===== config.mk =====
export PLATFORM = sky130hd
export DESIGN_NAME = cwc_capture_ctrl
export DESIGN_NICKNAME = d
export VERILOG_FILES = /design/src/rtl/cwc_pkg.sv /design/src/rtl/cwc_addr_ctr.sv /design/src/rtl/cwc_capture_ctrl.sv
export SDC_FILE = /design/constraint.sdc
export NUM_CORES = 1
export LEC_CHECK = 0
export BUFFER_PORTS_ARGS = -buffer_cell sky130_fd_sc_hd__buf_4
export CORE_MARGIN = 2
export CORE_UTILIZATION = 45
export CTS_BUF_LIST = sky130_fd_sc_hd__clkbuf_4
export DETAILED_ROUTE_END_ITERATION = 10
export GPL_TIMING_DRIVEN = 0
export PLACE_DENSITY = 0.69
export SLEW_MARGIN = 25
export SYNTH_ARGS = -nofsm -noshare
export SYNTH_HDL_FRONTEND = slang
export SYNTH_SLANG_ARGS = --single-unit

===== constraint.sdc =====
create_clock -name trig_clk -period 2.7 [get_ports trig_clk]
set_input_delay 0.81 -clock trig_clk [delete_from_list [all_inputs] [get_ports trig_clk]]
set_output_delay 0.81 -clock trig_clk [all_outputs]
set_load 0.02 [all_outputs]

===== src/rtl/cwc_pkg.sv =====
// cwc_pkg: state enumeration and state-code constants shared by the capture controller
package cwc_pkg;
  typedef enum logic [2:0] {
    CS_IDLE = 3'd0,
    CS_PRE  = 3'd1,
    CS_WAIT = 3'd2,
    CS_POST = 3'd3,
    CS_DONE = 3'd4
  } cap_state_e;
  localparam logic [2:0] S_IDLE = CS_IDLE;
  localparam logic [2:0] S_PRE  = CS_PRE;
  localparam logic [2:0] S_WAIT = CS_WAIT;
  localparam logic [2:0] S_POST = CS_POST;
  localparam logic [2:0] S_DONE = CS_DONE;
endpackage


===== src/rtl/cwc_addr_ctr.sv =====
// cwc_addr_ctr: trace-RAM write address counter with clear, enable and wrap at DEPTH-1
module cwc_addr_ctr #(
  parameter int ADDR_W = 16,
  parameter int DEPTH  = 1024
) (
  input  logic              clk,
  input  logic              rst_n,
  input  logic              clr,
  input  logic              en,
  output logic [ADDR_W-1:0] addr
);
  localparam logic [ADDR_W-1:0] LAST = ADDR_W'(DEPTH - 1);
  always_ff @(posedge clk or negedge rst_n)
    if (!rst_n) addr <= '0;
    else if (clr) addr <= '0;
    else if (en) addr <= (addr == LAST) ? '0 : addr + 1'b1;
endmodule


===== src/rtl/cwc_capture_ctrl.sv =====
// cwc_capture_ctrl: pre/post-trigger trace capture sequencer driving a circular trace RAM.
// Define CWC_STORAGE_QUAL_EN to add the stor_qual input that gates writes and trigger acceptance.
module cwc_capture_ctrl
  import cwc_pkg::*;
#(
  parameter int ADDR_W = 16,
  parameter int DEPTH  = 1024
) (
  input  logic              trig_clk,
  input  logic              trig_rstn,
  input  logic              arm,
  input  logic              abort,
  input  logic              trig_hit,
  input  logic [ADDR_W-1:0] post_len,
`ifdef CWC_STORAGE_QUAL_EN
  input  logic              stor_qual,
`endif
  output logic              wt_ce,
  output logic              wt_en,
  output logic [ADDR_W-1:0] wt_addr,
  output logic [ADDR_W-1:0] trig_addr,
  output logic [2:0]        cap_state,
  output logic              done
);
  localparam logic [ADDR_W:0] DEP = (ADDR_W+1)'(DEPTH);
  localparam logic [ADDR_W:0] ONE = (ADDR_W+1)'(1);
  logic [2:0]      state, nxt;
  logic [ADDR_W:0] plen, plen_in, pre_cnt, post_cnt;
  logic            qual, wr, trig_ok, start, run;
`ifdef CWC_STORAGE_QUAL_EN
  assign qual = stor_qual;
`else
  assign qual = 1'b1;
`endif
  // a write happens in every cycle the registered write enable is high
  assign wr        = wt_en;
  assign start     = arm & ~abort;
  assign trig_ok   = state == S_WAIT && trig_hit && wr;
  assign plen_in   = post_len == '0 ? ONE : {1'b0, post_len} > DEP ? DEP : {1'b0, post_len};
  assign run       = nxt == S_PRE || nxt == S_WAIT || nxt == S_POST;
  assign cap_state = state;
  always_comb begin
    nxt = abort ? S_IDLE
        : arm ? (plen_in == DEP ? S_WAIT : S_PRE)
        : (state == S_PRE && wr && pre_cnt + ONE == DEP - plen) ? S_WAIT
        : trig_ok ? (plen == ONE ? S_DONE : S_POST)
        : (state == S_POST && wr && post_cnt == ONE) ? S_DONE
        : state;
  end
  cwc_addr_ctr #(.ADDR_W(ADDR_W), .DEPTH(DEPTH)) u_addr (
    .clk  (trig_clk),
    .rst_n(trig_rstn),
    .clr  (start),
    .en   (wr & ~abort),
    .addr (wt_addr)
  );
  always_ff @(posedge trig_clk or negedge trig_rstn) begin
    if (!trig_rstn) begin
      state     <= S_IDLE;
      wt_ce     <= 1'b0;
      wt_en     <= 1'b0;
      trig_addr <= '0;
      done      <= 1'b0;
      pre_cnt   <= '0;
      post_cnt  <= '0;
      plen      <= ONE;
    end else begin
      state <= nxt;
      wt_ce <= run & qual;
      wt_en <= run & qual;
      done  <= nxt == S_DONE;
      if (start) begin
        plen    <= plen_in;
        pre_cnt <= '0;
      end else if (!abort) begin
        if (state == S_PRE && wr) pre_cnt <= pre_cnt + ONE;
        if (trig_ok) begin
          trig_addr <= wt_addr;
          post_cnt  <= plen - ONE;
        end else if (state == S_POST && wr) post_cnt <= post_cnt - ONE;
      end
    end
  end
endmodule


==> Yosys cells after proc, flatten, opt, wreduce, memory -nomap -nowiden <==
Index checks and enable logic that the tools add are counted.
{ "totals": {"regBits": 88, "in_bits": 21, "word_cells": 63, "out_inout_bits": 38} }
{ "op_classes": {"bitwise_logic": 4, "mux": 17, "n_addsub": 5, "n_lt_le_gt_ge": 1, "reduce_logical": 15, "n_eq_ne": 13} }
{ "op_table": {"columns": ["cell", "count"], "rows": [
  ["two-way mux 17 bit", 5],
  ["two-way mux 16 bit", 5],
  ["== test 17 x 1 -> 1 bit (second input constant)", 2],
  ["subtractor 17 x 1 -> 17 bit (second input constant)", 2],
  ["two-way mux 3 bit", 6],
  ["adder 17 x 1 -> 17 bit (second input constant)", 1],
  ["== test 17 bit", 1],
  ["subtractor 11 x 17 -> 17 bit (first input constant)", 1],
  ["adder 16 x 1 -> 16 bit (second input constant)", 1],
  ["== test 16 x 10 -> 1 bit (second input constant)", 1],
  ["== test 16 x 11 -> 1 bit (second input constant)", 1],
  ["greater-than comparator 16 x 11 -> 1 bit (second input constant)", 1],
  ["logical NOT 16 bit", 1],
  ["== test 3 x 2 -> 1 bit (second input constant)", 4],
  ["== test 3 x 1 -> 1 bit (second input constant)", 2],
  ["logical AND 1 bit", 6],
  ["AND reduction 3 bit", 2],
  ["nonzero test 2 bit", 3],
  ["== test 3 bit (second input constant)", 1],
  ["bitwise AND 1 bit", 2],
  ["logical OR 1 bit", 2],
  ["two-way mux 2 bit", 1],
  ["inequality test 2 x 1 -> 1 bit (second input constant)", 1],
  ["NOT 1 bit", 2],
  ["AND reduction 2 bit", 1]
]} }

==> Depth between registers and ports, before layout <==
Gate-level depths: netlist of run 1.
{ "logic_depth": {"depth_word": 11, "mapped_depth": 10, "mapped_depth_nobuf": 9} }

==> By module <==
A second synthesis of run 1 with hierarchy kept.
{ "unflattened": {"hier_cells": 589, "hier_area_um2": 5297.6} }
{ "modules_own_cells": {"columns": ["module", "area_each_um2", "n_inst", "cells_each"], "rows": [
  ["cwc_capture_ctrl", 4423.0, 1, 498],
  ["cwc_addr_ctr", 874.6, 1, 91]
]} }

==> Least setup slack after synthesis of run 1 <==
Ideal clock, no wire load.
{ "synth_timing": {"path_type": "input -> register", "startpoint": "in post_len[4]", "endpoint": "reg plen[6]", "path_slack_ps": -70, "path_stages": 5, "arrival_ps": 2702, "n_path_buf": 0, "t_required_ps": 2632, "cell_sequence": "or4_1 > nor4_1 > xnor2_1 > nor4b_1 > a22o_2"} }
{ "synth_between": {"elab_chain_len": 3} }
{ "synth_lines": {"columns": ["element", "line_no", "rtl"], "rows": [
  ["from (decl)", "cwc_capture_ctrl.sv:14", "input logic [ADDR_W-1:0] post_len,"],
  ["greater-than comparator 16 x 11 -> 1 bit", "cwc_capture_ctrl.sv:39", "assign plen_in = post_len == '0 ? ONE : {1'b0, post_len} > DEP ? DEP : {1'b0, post_len};"],
  ["two-way mux 16 bit", "cwc_capture_ctrl.sv:39", null],
  ["two-way mux 16 bit (*)", "cwc_capture_ctrl.sv:39", null],
  ["to (signal assigned)", "cwc_capture_ctrl.sv:73", "plen <= plen_in;"],
  ["to (decl)", "cwc_capture_ctrl.sv:28", "logic [ADDR_W:0] plen, plen_in, pre_cnt, post_cnt;"]
]} }
Every way passes the cells marked *; elsewhere a longest branch is shown, timed or not.
A chain may end at the register's enable or synchronous reset.

==> Worst setup path in the final report of run 1 <==
{ "layout_timing": {"startpoint": "reg plen[2]", "endpoint": "reg state[0], in the netlist cap_state[0]"} }
{ "layout_between": {"elab_chain_len": 6} }
{ "layout_lines": {"columns": ["element", "line_no", "rtl"], "rows": [
  ["subtractor 11 x 17 -> 17 bit / == test 17 x 1 -> 1 bit (equally long branches)", "cwc_capture_ctrl.sv:45, cwc_capture_ctrl.sv:46", null],
  ["== test 17 bit / two-way mux 3 bit (equally long branches)", "cwc_capture_ctrl.sv:45, cwc_capture_ctrl.sv:46", null],
  ["logical AND 1 bit / two-way mux 3 bit (equally long branches)", "cwc_capture_ctrl.sv:45, cwc_capture_ctrl.sv:46", null],
  ["two-way mux 3 bit (*)", "cwc_capture_ctrl.sv:45", ": (state == S_PRE && wr && pre_cnt + ONE == DEP - plen) ? S_WAIT"],
  ["two-way mux 3 bit (*)", "cwc_capture_ctrl.sv:44", ": arm ? (plen_in == DEP ? S_WAIT : S_PRE)"],
  ["two-way mux 3 bit (*)", "cwc_capture_ctrl.sv:43", "nxt = abort ? S_IDLE"],
  ["net nxt[0]", "cwc_capture_ctrl.sv:27", "logic [2:0] state, nxt;"],
  ["to (signal assigned)", "cwc_capture_ctrl.sv:68", "state <= nxt;"],
  ["to (decl)", "cwc_capture_ctrl.sv:27", null]
]} }
Mark *: on every way through the listed nets, which the timed path passes. The rest lies on a longest branch.

==> impl_metrics.csv, run 1 <==
group,metric,value,unit
grt,groute.usage.overall,23.43,%
grt,antenna_found_initial,0,
worst_setup_path,cp_num_buf_inv,2,
status,status,"complete, no violations",
timing,fmax,0.3764,GHz
logic_synthesis,synth_compound_area_share,17.81,%
routing,post_drt_wl_per_cell,17.76,um
logic_synthesis,ys_top_cells_by_area,"dfrtp_1, o21ai_0, xnor2_1",
routing,postRouteWirelength,14420,um
logic_synthesis,synthSimpleGateAreaFrac,23.59,%
logic_synthesis,synth_flop_cell,"dfrtp_1",
layout,drive_gt1_share,18.98,%
worst_setup_path,worstPathArrival,3.03,ns
logic_synthesis,synth_area,0.005256,mm^2
power,powerDensity,476.3,mW/mm^2
logic_synthesis,synth_edf_count,0,
logic_synthesis,synth_top_family_by_area,"simple AND/OR/NAND/NOR gates",
logic_synthesis,synthMuxAreaShare,3.404,%
cts,cts_max_level,3,
die,die_area,0.01256,mm^2
min_path,min_path_type,"input pin to asynchronous set/reset pin",
logic_synthesis,synth_nets,624,
logic_synthesis,synth_warnings,0,
layout,multi_input_area,0.003010,mm^2
timing,timing_hold_violations_final,0,
logic_synthesis,yosys-top-cells-count,"dfrtp_1, nand2_1, o21ai_0",
placement,dpl.hpwl,10350,um
cts,cts_buffers,9,
die,die_y,112.1,um
worst_setup_path,cp-start-kind,"register",
placement,placed_cell_area,0.005881,mm^2
worst_setup_path,cp_cell_sequence,"buf_2, or3_1, buf_2, o41ai_4, nand4_1, o32a_1, a221oi_2, nand4_1, and3b_1",
grt,grt_pass1_wl,23570,um
placement,portBuffers,58,
routing,firstDrtPassIters,5,
layout,diodes,0,
die,core_area,0.01142,mm^2
layout,n_fill_cell,1056,
worst_setup_path,path_max_fanout,8,
logic_synthesis,yosysTopAreaCellShare,40.94,%
timing,grt_setup_unrepaired,"yes",
grt,top_usage_layer,"met2",
worst_setup_path,crit_type,"register to register",
job,cap_violations,0,
power,ir_drop,365.5,uV
logic_synthesis,synthArstFlopShare,100.0,%
logic_synthesis,ys_ff_latch,87,
logic_synthesis,syn_inst,596,
cts,cts.path.max_buffers,2,
timing,drv_slew,0,
logic_synthesis,yosysSeqAreaShare,41.44,%
timing,tightest_slew,0.8169,ns
logic_synthesis,yosys.cell_count.top_type,"dfrtp_1",
worst_setup_path,cpPeakStageDelay,0.48,ns
routing,vias,4922,
grt,first_global_vias,4716,
timing,min_period,2.657,ns
worst_setup_path,worst-endpoint-required,3.07,ns
worst_setup_path,worst-r2r-cell-count,9,
layout,final_cell_area,0.006128,mm^2
worst_setup_path,rrSetupSlack,0.04,ns
timing,setup_viol,0,
timing,setup_ws,0.04328,ns
routing,drtAntennaViolNets,0,
cts,clock_latency,0.48,ns
grt,grt.met2_usage,37.17,%
worst_setup_path,cp_slowest_cell,"o41ai_4",
logic_synthesis,synth_xor_xnor_area_share,8.760,%
routing,via_per_inst,6.062,
placement,dp_cells,797,
die,ios,59,
logic_synthesis,avgSynthCellArea,8.819,um^2
grt,grt_overflow,0,
routing,drtIter0Drc,395,
die,initial_utilization,46.03,%
timing,max-slew-margin-rel,45.12,%
worst_setup_path,rr_endpoint,"cap_state[0]",
routing,drc,0,
worst_setup_path,path_delay_family,"compound AO/OA/AOI/OAI gates",
cts,cts_tree,"yes",
timing,finalCritPeriodShare,98.40,%
timing,whs,0.3840,ns
placement,pre_cts_ws,-0.3169,ns
grt,grt_util_met1,31.33,%
layout,synthToLayoutAreaGrowth,16.59,%
cts,cts_root_buf,"clkbuf_4",
layout,seq_area,0.002182,mm^2
grt,grt_max_degree,88,
cts,cts_sinks,87,
die,die_w,112.1,um
cts,path_clk_slew,0.14,ns
timing,clock_skew,0.01828,ns
worst_setup_path,end_kind,"register",
logic_synthesis,ys_types,62,
placement,place.gp.congestion,0.9015,
power,leakage,0.002842,uW
layout,final_cells,812,
logic_synthesis,yosys.area.top_type,"dfrtp_1",
logic_synthesis,synth-adder-area-share,1.666,%
layout,fin_nets,693,
worst_setup_path,timing.rr.start,"plen[2]",
die,rows,39,
grt,use_met3,5.292,%
==> worst max path at each step <==
stage	slack [ns]	from	depth (start not counted)	to
after floorplan	0.12	pre_cnt[0]	8	cap_state[0]
after global placement	-0.28	pre_cnt[0]	8	cap_state[0]
after detailed placement	-0.32	pre_cnt[0]	8	cap_state[0]
after CTS	0.005	pre_cnt[4]	8	cap_state[0]
after global routing	-0.08	plen[2]	9	cap_state[0]
final	0.04	plen[2]	9	cap_state[0]
==> layout by cell type, fill, tap and decap left out, types with 6 or more instances in the layout <==
cell / synthesis / routed
o21ai_0: 66 / 66
nor3_1: 19 / 19
nand4_1: 17 / 17
and3_1: 11 / 11
nand3_1: 19 / 18
xnor2_1: 30 / 30
o31ai_1: 10 / 9
xor2_1: 20 / 20
a22o_1: 12 / 12
dfrtp_1: 86 / 83
or4_1: 10 / 9
mux2_2: 15 / 15
nor4_1: 18 / 11
buf_4: 1 / 60
nand2_1: 69 / 68
a31oi_1: 6 / 6
clkbuf_4: 0 / 10
nor4_2: 1 / 6
nor2_1: 54 / 54
ha_1: 7 / 6
clkbuf_1: 25 / 23
inv_1: 10 / 10
a21oi_1: 18 / 18
==> per-stage QoR <==
step           utilization, %  total power (uW)  setup TNS, ns
2_1_floorplan               -              1931              0
3_3_place_gp            51.47              2116         -1.772
3_5_place_dp            51.50              2143         -2.546
4_1_cts                 53.21              2924              0
5_1_grt                 53.67              3080       -0.07621
6_report                53.67              2919              0
==> state kept, by name (all words and copies together), names as in the netlist <==
signal       cells
post_cnt        17
plen            16
pre_cnt         17
trig_addr       16
wt_en            1
cap_state        3
done             1
u_addr.addr     16
==> layout make-up <==
cell class	count	share of cell area, %
multi-input cells	467	49.12
flip-flops and latches	87	35.61
repair buffers	60	7.411
well taps	143	2.920
plain buffers	30	2.123
clock buffers	10	1.225
clock inverters	5	0.9800
inverters	10	0.6125
==> timing repair <==
item	4_1_cts	5_1_grt
setup endpoints to repair	2	20
hold buffers	0	0
pin swaps	2	0
resized for setup	9	12
setup buffers	2	0
==> power by group <==
part	switching, uW	internal, uW
Combinational	398	266
Clock	482	289
Sequential	99.6	1380
Total	979	1940
==> cell families (layout without fill, tap and decap cells) <==
logic type,count (synthesis),in the layout
XOR/XNOR,51,51
AND/OR/NAND/NOR,248,248
AO/OA/AOI/OAI,145,145
flip-flops,87,87
buffers and inverters,42,115
adder cells (fa/ha/maj),7,7
multiplexers,16,16
==> metal layers <==
metal  wire, um  share of wire (%)
met1       6298                 44
met2       7004                 49
met3        813                5.6
met4        308                2.1
met5          0                  0
No activity file was read; power rests on OpenSTA's default activity.
==> run 2, diff against run 1 <==
--- a/config.mk
+++ b/config.mk
@@ -6,12 +6,14 @@
 export NUM_CORES = 1
 export LEC_CHECK = 0
 export BUFFER_PORTS_ARGS = -buffer_cell sky130_fd_sc_hd__buf_4
+export CELL_PAD_IN_SITES_DETAIL_PLACEMENT = 1
+export CELL_PAD_IN_SITES_GLOBAL_PLACEMENT = 1
 export CORE_MARGIN = 2
 export CORE_UTILIZATION = 45
 export CTS_BUF_LIST = sky130_fd_sc_hd__clkbuf_4
 export DETAILED_ROUTE_END_ITERATION = 10
 export GPL_TIMING_DRIVEN = 0
-export PLACE_DENSITY = 0.69
+export PLACE_DENSITY = 0.83
 export SLEW_MARGIN = 25
 export SYNTH_ARGS = -nofsm -noshare
 export SYNTH_HDL_FRONTEND = slang
==> constraint.sdc (replaced) <==
create_clock -name trig_clk -period 3.27 [get_ports trig_clk]
set_input_delay 0.981 -clock trig_clk [delete_from_list [all_inputs] [get_ports trig_clk]]
set_output_delay 0.981 -clock trig_clk [all_outputs]
set_load 0.02 [all_outputs]
==> impl_metrics.csv, run 2 (synthesized netlist as in run 1, its figures left out) <==
group,metric,value,unit
timing,tightest_slew,0.9667,ns
die,core_area,0.01142,mm^2
routing,post_drt_wl_per_cell,20.22,um
routing,firstDrtPassIters,5,
timing,max-slew-margin-rel,34.96,%
worst_setup_path,rrSetupSlack,0.26,ns
layout,layout_common_cells,"dfrtp_1, nand2_1, o21ai_0, buf_4, nor2_1",
power,swShare,35.72,%
cts,cts_root_buf,"clkbuf_4",
cts,clock_latency,0.51,ns
timing,drv_slew,0,
layout,diodes,0,
routing,via_per_inst,6.177,
min_path,min_path_type,"input pin to asynchronous set/reset pin",
worst_setup_path,path_max_fanout,8,
worst_setup_path,worst-endpoint-required,3.69,ns
worst_setup_path,cp-start-kind,"register",
worst_setup_path,rr_endpoint,"cap_state[0]",
timing,timing_hold_violations_final,0,
timing,finalCritPeriodShare,92.02,%
job,cap_violations,0,
cts,cts_setup_buffers,0,
die,initial_utilization,46.03,%
cts,cts_max_level,3,
cts,ctsHoldBuffers,0,
placement,place.gp.congestion,0.9083,
layout,drive_gt1_share,15.82,%
placement,dpl.hpwl,12150,um
timing,min_period,3.009,ns
timing,clock_skew,0.02278,ns
layout,fin_util,52.55,%
worst_setup_path,crit_cells,8,
grt,grt_overflow,0,
power,pwr-share-comb,23.7,%
power,p_seq_share,52.3,%
routing,postRouteWirelength,16440,um
worst_setup_path,startpoint,"pre_cnt[0]",
routing,drc,0,
layout,synthToLayoutAreaGrowth,14.16,%
worst_setup_path,timing.critical_path.to,"cap_state[0]",
worst_setup_path,worstPathArrival,3.43,ns
worst_setup_path,cp_cell_sequence,"ha_1, nand3_1, or4_1, xnor2_1, or3_1, a221oi_2, nand4_1, and3b_1",
timing,setup_viol,0,
routing,drtAntennaViolNets,0,
placement,portBuffers,58,
die,die_y,112.1,um
power,ir_drop,283.1,uV
grt,groute.usage.overall,27.11,%
die,ios,59,
grt,grt_max_degree,88,
worst_setup_path,cp_slowest_cell,"or4_1",
cts,path_clk_slew,0.15,ns
grt,first_global_vias,5192,
timing,fmax,0.3323,GHz
die,die_w,112.1,um
status,status,"complete, no violations",
power,leakage,0.002782,uW
layout,reg_top3,"post_cnt (17), pre_cnt (17)",
cts,cts_buffers,9,
power,powerDensity,390.2,mW/mm^2
grt,antenna_found_initial,0,
cts,cts_tree,"yes",
timing,fin_tns_setup,0,ns
die,die_area,0.01256,mm^2
worst_setup_path,path_delay_family,"simple AND/OR/NAND/NOR gates",
cts,cts.path.max_buffers,2,
layout,layout_commonest_cell,"dfrtp_1",
routing,vias,5022,
worst_setup_path,end_kind,"register",
layout,fin_nets,693,
worst_setup_path,cpPeakStageDelay,0.61,ns
worst_setup_path,cp_num_buf_inv,0,
timing,grt_setup_unrepaired,"no",
grt,grt_pass1_wl,26850,um
worst_setup_path,timing.rr.start,"pre_cnt[0]",
die,rows,39,
power,p_sw,836.5,uW
cts,cts_sinks,87,
power,clockPowerShare,24.0,%
worst_setup_path,crit_type,"register to register",
routing,drtIter0Drc,398,
layout,n_fill_cell,1403,
power,power.internal,1505,uW
worst_setup_path,worst-r2r-cell-count,8,
==> run 2: final cells by class <==
| cell class | instances | area (um^2) | area share, % |
|---|---|---|---|
| Tap cell | 143 | 178.9 | 2.982 |
| Timing Repair Buffer | 58 | 439.2 | 7.319 |
| Buffer | 32 | 137.6 | 2.294 |
| Inverter | 10 | 37.54 | 0.6255 |
| Multi-Input combinational cell | 467 | 2922 | 48.69 |
| Sequential cell | 87 | 2178 | 36.30 |
| Clock inverter | 7 | 40.04 | 0.6672 |
| Clock buffer | 9 | 67.56 | 1.126 |
==> run 2: layer usage <==
metal | wire [um] | GRT usage (%) | vias up
li1 | - | - | 2307
met1 | 7377 | 35.44 | 2575
met2 | 8049 | 45.74 | 112
met3 | 661 | 4.698 | 28
met4 | 350 | 9.593 | 0
met5 | 0 | 0 | -
==> run 2: power groups by stage <==
stage               sequential (uW)  clock [uW]  combinational (uW)
finish                         1230         562                 554
global route                   1240         607                 616
floorplan                      1240           0                 358
CTS                            1220         569                 552
detailed placement             1240           0                 549
global placement               1240           0                 522
==> run 2: stage by stage <==
step,cell area [um^2],hold slack [ns],setup WS [ns],instances,total power [uW]
2_1_floorplan,5256,0.4619,0.3288,596,1594
3_3_place_gp,5871,0.4721,-0.1579,797,1759
3_5_place_dp,5874,0.4898,-0.2169,797,1793
4_1_cts,5982,0.5222,0.06783,813,2344
5_1_grt,6001,0.5474,0.07130,813,2461
6_report,6001,0.4895,0.2611,813,2342
==> run 2: repair_timing <==
item | CTS | global route
gates resized for setup | 0 | 1
endpoints found under the setup margin | 0 | 2
hold endpoints to repair | 0 | 0
==> run 2: how the worst min path moves through the flow <==
stage,startpoint,to,slack (ns),cells past startpoint
6_report,trig_rstn,pre_cnt[15],0.49,1
5_1_grt,trig_addr[15],trig_addr[15],0.55,1
4_1_cts,trig_addr[14],trig_addr[14],0.52,2
3_5_place_dp,trig_addr[14],trig_addr[14],0.49,2
3_3_place_gp,trig_addr[14],trig_addr[14],0.47,2
2_1_floorplan,post_cnt[11],post_cnt[11],0.46,2
